[config.mk]
export PLATFORM = sky130hd
export DESIGN_NAME = led_flash_ctrl
export DESIGN_NICKNAME = d
export VERILOG_FILES = /design/src/rtl/led_flash_ctrl.sv
export SDC_FILE = /design/constraint.sdc
export NUM_CORES = 1
export LEC_CHECK = 0
export ABC_AREA = 1
export CAP_MARGIN = 20
export CORE_MARGIN = 2
export CORE_UTILIZATION = 36
export DETAILED_ROUTE_END_ITERATION = 7
export DONT_BUFFER_PORTS = 1
export PLACE_DENSITY = 0.46
export SLEW_MARGIN = 40
export SYNTH_ARGS = -nofsm -noshare
export SYNTH_HDL_FRONTEND = slang
export SYNTH_SLANG_ARGS = --single-unit
[constraint.sdc]
create_clock -name i_SCLK -period 2.2 [get_ports i_SCLK]
set_input_delay 0.66 -clock i_SCLK [delete_from_list [all_inputs] [get_ports i_SCLK]]
set_output_delay 0.66 -clock i_SCLK [all_outputs]
set_load 0.02 [all_outputs]
[src/rtl/led_flash_ctrl.sv]
// PMOD pulse LED counter: synchronize, debounce, strobe, then IDLE/COUNT/FLASH/CLEAR sequencing.
// Optional build macro LEDFLASH_GRAY_EN makes o_LED show the Gray code of the count.
module led_flash_ctrl #(
    parameter int DEBOUNCE_CYCLES = 4,
    parameter int FLASH_DIV       = 8,
    parameter int LED_W           = 4
) (
    input  logic             i_SCLK,
    input  logic             i_RESET_SYSB,
    input  logic             i_PMOD1_P1,
    input  logic             i_MODE,
    input  logic             i_CLEAR,
    output logic [LED_W-1:0] o_LED,
    output logic             o_PULSE_STB,
    output logic             o_OVF
);

    localparam int CNT_W = $clog2(DEBOUNCE_CYCLES + 1);
    localparam int DIV_W = $clog2(FLASH_DIV);

    typedef enum logic [1:0] {IDLE, COUNT, FLASH, CLEAR} state_t;

    state_t           state;
    logic             sync1, sync2;
    logic             db_level, db_prev;
    logic [CNT_W-1:0] db_cnt;
    logic [LED_W-1:0] count;
    logic [DIV_W-1:0] div;
    logic             phase;

    function automatic logic [LED_W-1:0] disp(input logic [LED_W-1:0] v);
`ifdef LEDFLASH_GRAY_EN
        return v ^ (v >> 1);
`else
        return v;
`endif
    endfunction

    // Input path: 2-flop synchronizer, debounce counter, registered rising-edge strobe
    always_ff @(posedge i_SCLK or negedge i_RESET_SYSB) begin
        if (!i_RESET_SYSB) begin
            sync1       <= 1'b0;
            sync2       <= 1'b0;
            db_level    <= 1'b0;
            db_prev     <= 1'b0;
            db_cnt      <= '0;
            o_PULSE_STB <= 1'b0;
        end else begin
            sync1 <= i_PMOD1_P1;
            sync2 <= sync1;
            if (sync2 == db_level) begin
                db_cnt <= '0;
            end else if (db_cnt == CNT_W'(DEBOUNCE_CYCLES - 1)) begin
                db_level <= sync2;
                db_cnt   <= '0;
            end else begin
                db_cnt <= db_cnt + 1'b1;
            end
            db_prev     <= db_level;
            o_PULSE_STB <= db_level && !db_prev && (state != CLEAR);
        end
    end

    // Mode FSM; o_LED is derived from the registered state, so it trails it by one cycle
    always_ff @(posedge i_SCLK or negedge i_RESET_SYSB) begin
        if (!i_RESET_SYSB) begin
            state <= IDLE;
            count <= '0;
            div   <= '0;
            phase <= 1'b0;
            o_OVF <= 1'b0;
            o_LED <= '0;
        end else begin
            unique case (state)
                COUNT:   o_LED <= disp(count);
                FLASH:   o_LED <= phase ? disp(count) : '0;
                default: o_LED <= '0;
            endcase

            if (i_CLEAR) begin
                state <= CLEAR;
                count <= '0;
                div   <= '0;
                phase <= 1'b0;
                o_OVF <= 1'b0;
            end else begin
                unique case (state)
                    IDLE: begin
                        if (i_MODE) begin
                            state <= FLASH;
                        end else if (o_PULSE_STB) begin
                            state <= COUNT;
                            count <= count + 1'b1;
                        end
                    end
                    COUNT: begin
                        if (o_PULSE_STB) begin
                            count <= count + 1'b1;
                            if (count == '1) o_OVF <= 1'b1;
                        end
                        if (i_MODE) state <= FLASH;
                    end
                    FLASH: begin
                        if (!i_MODE) begin
                            state <= COUNT;
                            div   <= '0;
                            phase <= 1'b0;
                        end else if (div == DIV_W'(FLASH_DIV - 1)) begin
                            div   <= '0;
                            phase <= ~phase;
                        end else begin
                            div <= div + 1'b1;
                        end
                    end
                    CLEAR: state <= IDLE;
                    default: state <= IDLE;
                endcase
            end
        end
    end

endmodule
==> results.yml, run 1 <==
timing:
  fin_crit_sh_pct: 68.0
  slew_viol_final: 0
  worstMarginPinSlew_ns: 0.296
  setup_violations: 0
  skew_ns: 0.00381
  fin_tns_setup_ns: 0
  rsz0062_at_grt: "no"
  fmax_ghz: 0.668
  hold_violations: 0
  period_needed_ns: 1.50
  relSlewSlack_pct: 80.3
pwr:
  total_power_mw: 1.12
  leakagePower_nw: 0.602
  power_density_mw_per_mm2: 949
  ir_drop_mv: 0.444
outcome:
  status: "finished, final reports clean"
synth:
  synthCells: 123
  ys_types: 19
  syn_nets: 138
  syn_area_per_cell_sq_um: 9.11
  seq_area_frac_synth_pct: 51.3
  synth_top_area_share_pct: 51.3
  yosysTopAreaCell: "dfrtp_1"
  ys_ff_latch: 23
  synth_area_leaders: "dfrtp_1 51%, ha_1 11%, nand2_1 8.4%, nand3_1 5.4%, inv_1 5.0%"
  yosys_warnings: 0
  synth_area_sq_mm: 0.00112
clocking:
  clock_latency_ns: 0.30
  cts_tree: "done"
  ctsHtreeMaxLevel: 1
  cts_buffers: 3
  hold_buffers: 0
  post_cts_buffers: 0
  clk_pin_slew_ns: 0.12
  clkSinkCount: 23
  clock_path_buffers: 2
  root_buffer: "clkbuf_4"
  cts.repair.resized: 0
floorplanning:
  ioPinCount: 11
  rows: 20
  core_area_sq_mm: 0.00300
  start_util_pct: 37.3
  fp.dieArea_sq_mm: 0.00358
  die_height_um: 59.8
  fp.dieW_um: 59.8
final_layout:
  diodes: 0
  seq_area_sq_um: 576
  fin_util_pct: 39.2
  layout-drive-gt1-share_pct: 11.9
  layout_common_cells: "25 x nand2_1, 23 x dfrtp_1, 15 x inv_1, 13 x nor2_1, 12 x nand3_1"
  n_fill_cell: 314
  fin_nets: 142
  final_common_cell: "nand2_1"
  multiInputGateArea_sq_um: 463
  area_growth_syn_to_layout_pct: 5.02
worst_setup_path:
  cp_data_required_time_ns: 1.54
  end_kind: "output pin"
  crit_fanout: 4
  criticalPathCategory: "flop to output pin"
  start_kind: "flop"
  path_depth: 0
  worstRegToRegCells: 6
  cp.arrival_ns: 0.84
placed_design:
  hpwl_um: 1400
  gp_congestion: 0.757
  port_buffers: 0
routing:
  drt-total-wl_um: 1820
  drc: 0
  drtIter0Drc: 22
  num_vias: 780
  vias_per_cell: 4.91
  final_antenna_net_count: 0
  first_pass_iters: 5
  wire_per_inst_um: 11.4
global_route:
  grt_util_all_layers_pct: 12.4
  grt_pass1_vias: 788
  antenna_found_initial: 0
  grt_pass1_wl_um: 3350
  grt_max_degree: 24
  grt.overflow.total: 0
min_path:
  hold_path.class: "primary input to asynchronous set/reset pin"
job:
  cap_violations: 0
## final timing paths
check | startpoint | end | slack [ns]
setup / recovery | o_PULSE_STB$_DFF_PN0_ | o_PULSE_STB | 0.70
hold / removal | i_RESET_SYSB | db_cnt[0]$_DFF_PN0_ | 0.03
setup reg to reg | state[0]$_DFFE_PN0P_ | o_LED[1]$_DFF_PN0_ | 0.89
hold reg to reg | sync1$_DFF_PN0_ | sync2$_DFF_PN0_ | 0.37
max in group asynchronous | i_RESET_SYSB | state[0]$_DFFE_PN0P_ | 2.10
min in group i_SCLK | sync1$_DFF_PN0_ | sync2$_DFF_PN0_ | 0.37
## routing by layer
layer / vias up / track usage, % / part of all wire (%) / wire [um]
met3: 2 / 3.25 / 5.2 / 95
met1: 372 / 15.4 / 47 / 856
li1: 388 / - / - / -
met5: - / 0 / 0 / 0
met2: 18 / 20.5 / 46 / 839
met4: 0 / 4.76 / 1.3 / 24
## synth_stat cells
library cell / instances
nand2_1: 25
dfrtp_1: 23
inv_1: 15
nor2_1: 13
nand3_1: 12
ha_1: 10
o21ai_0: 5
inv_2: 4
nand2_2: 3
o21ai_2: 3
a21oi_1: 2
buf_6: 1
nand2_4: 1
nand4_1: 1
nor2_4: 1
nor3_1: 1
nor3b_1: 1
o21ai_1: 1
xnor2_1: 1
## per-stage QoR
step	cells	worst slack [ns]	hold WS (ns)	cell area [sq um]
6_report	159	0.703	0.0293	1180
5_1_grt	159	0.653	0.00191	1180
4_1_cts	159	0.680	0.0129	1180
3_5_place_dp	155	0.815	0.342	1150
3_3_place_gp	155	0.857	0.334	1150
2_1_floorplan	123	1.03	0.331	1120
## kinds of logic (layout without fill, tap and decap cells)
logic type,count (synthesis),count (layout),synth area share (%)
adder cells (fa/ha/maj),10,10,11.2
flip-flops,23,23,51.3
AO/OA/AOI/OAI,11,11,5.91
XOR/XNOR,1,1,0.781
AND/OR/NAND/NOR,58,58,23.4
buffers and inverters,20,23,7.37
## report_power, final
part | internal [mW] | total, mW | switching [mW]
registers | 0.497 | 0.572 | 0.0742
clock network | 0.0706 | 0.192 | 0.122
logic | 0.133 | 0.353 | 0.220
total | 0.701 | 1.12 | 0.417
## cell type report
type                    instances  area share, %
inverters                      19           6.06
multi-input cells              80           39.3
clock buffers                   4           2.23
well taps                      33           3.51
flip-flops and latches         23           48.9
## state kept, by name, summed over array words and instances (netlist names)
| name | cells |
|---|---|
| sync1 | 1 |
| state | 2 |
| phase | 1 |
| db_prev | 1 |
| o_OVF | 1 |
| o_LED | 4 |
| sync2 | 1 |
| db_level | 1 |
| db_cnt | 3 |
| o_PULSE_STB | 1 |
| count | 4 |
| div | 3 |
Note: power is estimated with default switching activity, not from simulation.
==> run 2: changes to the inputs <==
Clock period 2.2 ns to 1.45 ns, I/O delays scaled along.
==> run 2 against run 1 <==
  * Register-to-register slack worse by 0.71 ns
  * Global-route usage up 1.1 points
  * Non-clock buffer count up 1
  * Core utilization up 0.21 points
  * Sequential share of layout area down 0.26 points
  * Clock skew up 0.0089 ns
  * Critical path depth unchanged
  * Critical endpoint unchanged
==> results.yml, run 2 (synthesis gave the netlist of run 1 again) <==
timing:
  fmax_ghz: 0.771
  fin_tns_setup_ns: 0
  period_needed_ns: 1.30
  rsz0062_at_grt: "no"
  slew_viol_final: 0
  relSlewSlack_pct: 65.6
  fin_crit_sh_pct: 89.4
  worstMarginPinSlew_ns: 0.516
  skew_ns: 0.0128
  setup_violations: 0
  hold_violations: 0
final_layout:
  final_common_cell: "nand2_1"
  fin_nets: 143
  top_regs: "count x4, o_LED x4"
  multiInputGateArea_sq_um: 463
  layout_common_cells: "25 x nand2_1, 23 x dfrtp_1, 15 x inv_1, 13 x nor2_1, 12 x nand3_1"
  seq_area_sq_um: 576
  layout-drive-gt1-share_pct: 13.4
  area_growth_syn_to_layout_pct: 5.58
  n_fill_cell: 310
  diodes: 0
  finalNonFillerCells: 160
  fin_util_pct: 39.4
  fin_area_sq_mm: 0.00118
global_route:
  grt_pass1_vias: 767
  grt.overflow.total: 0
  grt_util_all_layers_pct: 13.5
  grt_max_degree: 24
  grt_pass1_wl_um: 3520
  antenna_found_initial: 0
worst_setup_path:
  worstReg2RegEnd: "count[3]$_DFFE_PN0P_"
  end_kind: "output pin"
  worstRegToRegCells: 8
  start_kind: "flop"
  criticalPathCategory: "flop to output pin"
  cp.arrival_ns: 0.86
  r2r_slack_ns: 0.18
  crit_fanout: 4
  rr_startpoint: "state[1]$_DFFE_PN0P_"
  cp_data_required_time_ns: 1.02
placed_design:
  dp_cells: 155
  gp_congestion: 0.770
  port_buffers: 0
  hpwl_um: 1390
  postPlaceCellArea_sq_mm: 0.00115
floorplanning:
  rows: 20
  ioPinCount: 11
  fp.dieW_um: 59.8
  fp.dieArea_sq_mm: 0.00358
  core_area_sq_mm: 0.00300
  start_util_pct: 37.3
  die_height_um: 59.8
clocking:
  clock_latency_ns: 0.32
  root_buffer: "clkbuf_4"
  cts_tree: "done"
  clock_path_buffers: 2
  post_cts_buffers: 0
  cts_buffers: 3
  ctsHtreeMaxLevel: 1
  clkSinkCount: 23
  clk_pin_slew_ns: 0.14
routing:
  drc: 0
  first_pass_iters: 4
  vias_per_cell: 4.86
  drtIter0Drc: 26
  wire_per_inst_um: 11.9
  final_antenna_net_count: 0
  drt-total-wl_um: 1910
  num_vias: 777
pwr:
  leakagePower_nw: 0.609
  ir_drop_mv: 0.915
  power_density_mw_per_mm2: 1460
job:
  cap_violations: 0
min_path:
  hold_path.class: "primary input to asynchronous set/reset pin"
outcome:
  status: "finished, final reports clean"
==> run 2: cell count changes in the layout (fill, tap and decap cells not counted), sizes merged <==
| cell | change |
|---|---|
| buf | +1 |
| clkbuf | -1 |
| clkinv | +1 |
==> run 2: report_power, final <==
part           total, mW  internal (mW)  switching (mW)
logic              0.549          0.203           0.346
registers          0.869          0.754           0.115
clock network      0.309          0.103           0.205
==> run 2: worst max path at each step <==
stage                                     start                   end  slack, ns  cells after the start
after floorplan            state[0]$_DFFE_PN0P_  count[3]$_DFFE_PN0P_       0.28                      8
after global placement     state[1]$_DFFE_PN0P_  count[3]$_DFFE_PN0P_       0.18                      8
after detailed placement   state[1]$_DFFE_PN0P_  count[3]$_DFFE_PN0P_       0.17                      8
after CTS                          i_RESET_SYSB     phase$_DFFE_PN0P_      0.009                      1
after global routing       state[1]$_DFFE_PN0P_  state[1]$_DFFE_PN0P_      0.003                      8
final                     o_PULSE_STB$_DFF_PN0_           o_PULSE_STB       0.15                      0
==> run 2: metrics by stage <==
stage          power [mW]  worst slack (ns)  hold slack, ns
2_1_floorplan        1.31             0.283           0.139
3_3_place_gp         1.42             0.181           0.140
3_5_place_dp         1.43             0.167           0.140
4_1_cts              1.76           0.00852           0.117
5_1_grt              1.90           0.00265          0.0879
6_report             1.73             0.153          0.0566
==> run 2: what timing repair did <==
action                                 4_1_cts  5_1_grt
resized for setup                            0        0
endpoints found under the hold margin       23        0
hold buffers                                 1        0
==> run 2: worst register-to-register path: stages, from the launching register on <==
cell and delay [ns]:
dfrtp_1 0.42, inv_1 0.13, ha_1 0.21, nand2_1 0.08, inv_2 0.05, nor2_4 0.13, nand3_1 0.08, nand2_1 0.06
nor2_1 0.04
==> run 2: area by class of cell <==
type	count	area share (%)
Multi-Input combinational cell	80	39.1
Timing Repair Buffer	1	0.423
Clock inverter	1	0.423
Sequential cell	23	48.6
Tap cell	33	3.49
Clock buffer	3	1.90
Inverter	19	6.03
==> run 2: layer usage <==
layer  wire length (um)  track usage [%]  vias up
li1                   -                -      394
met1                910             17.0      371
met2                911             22.2       10
met3                 65             4.11        2
met4                 20             3.81        0
met5                  0                0        -
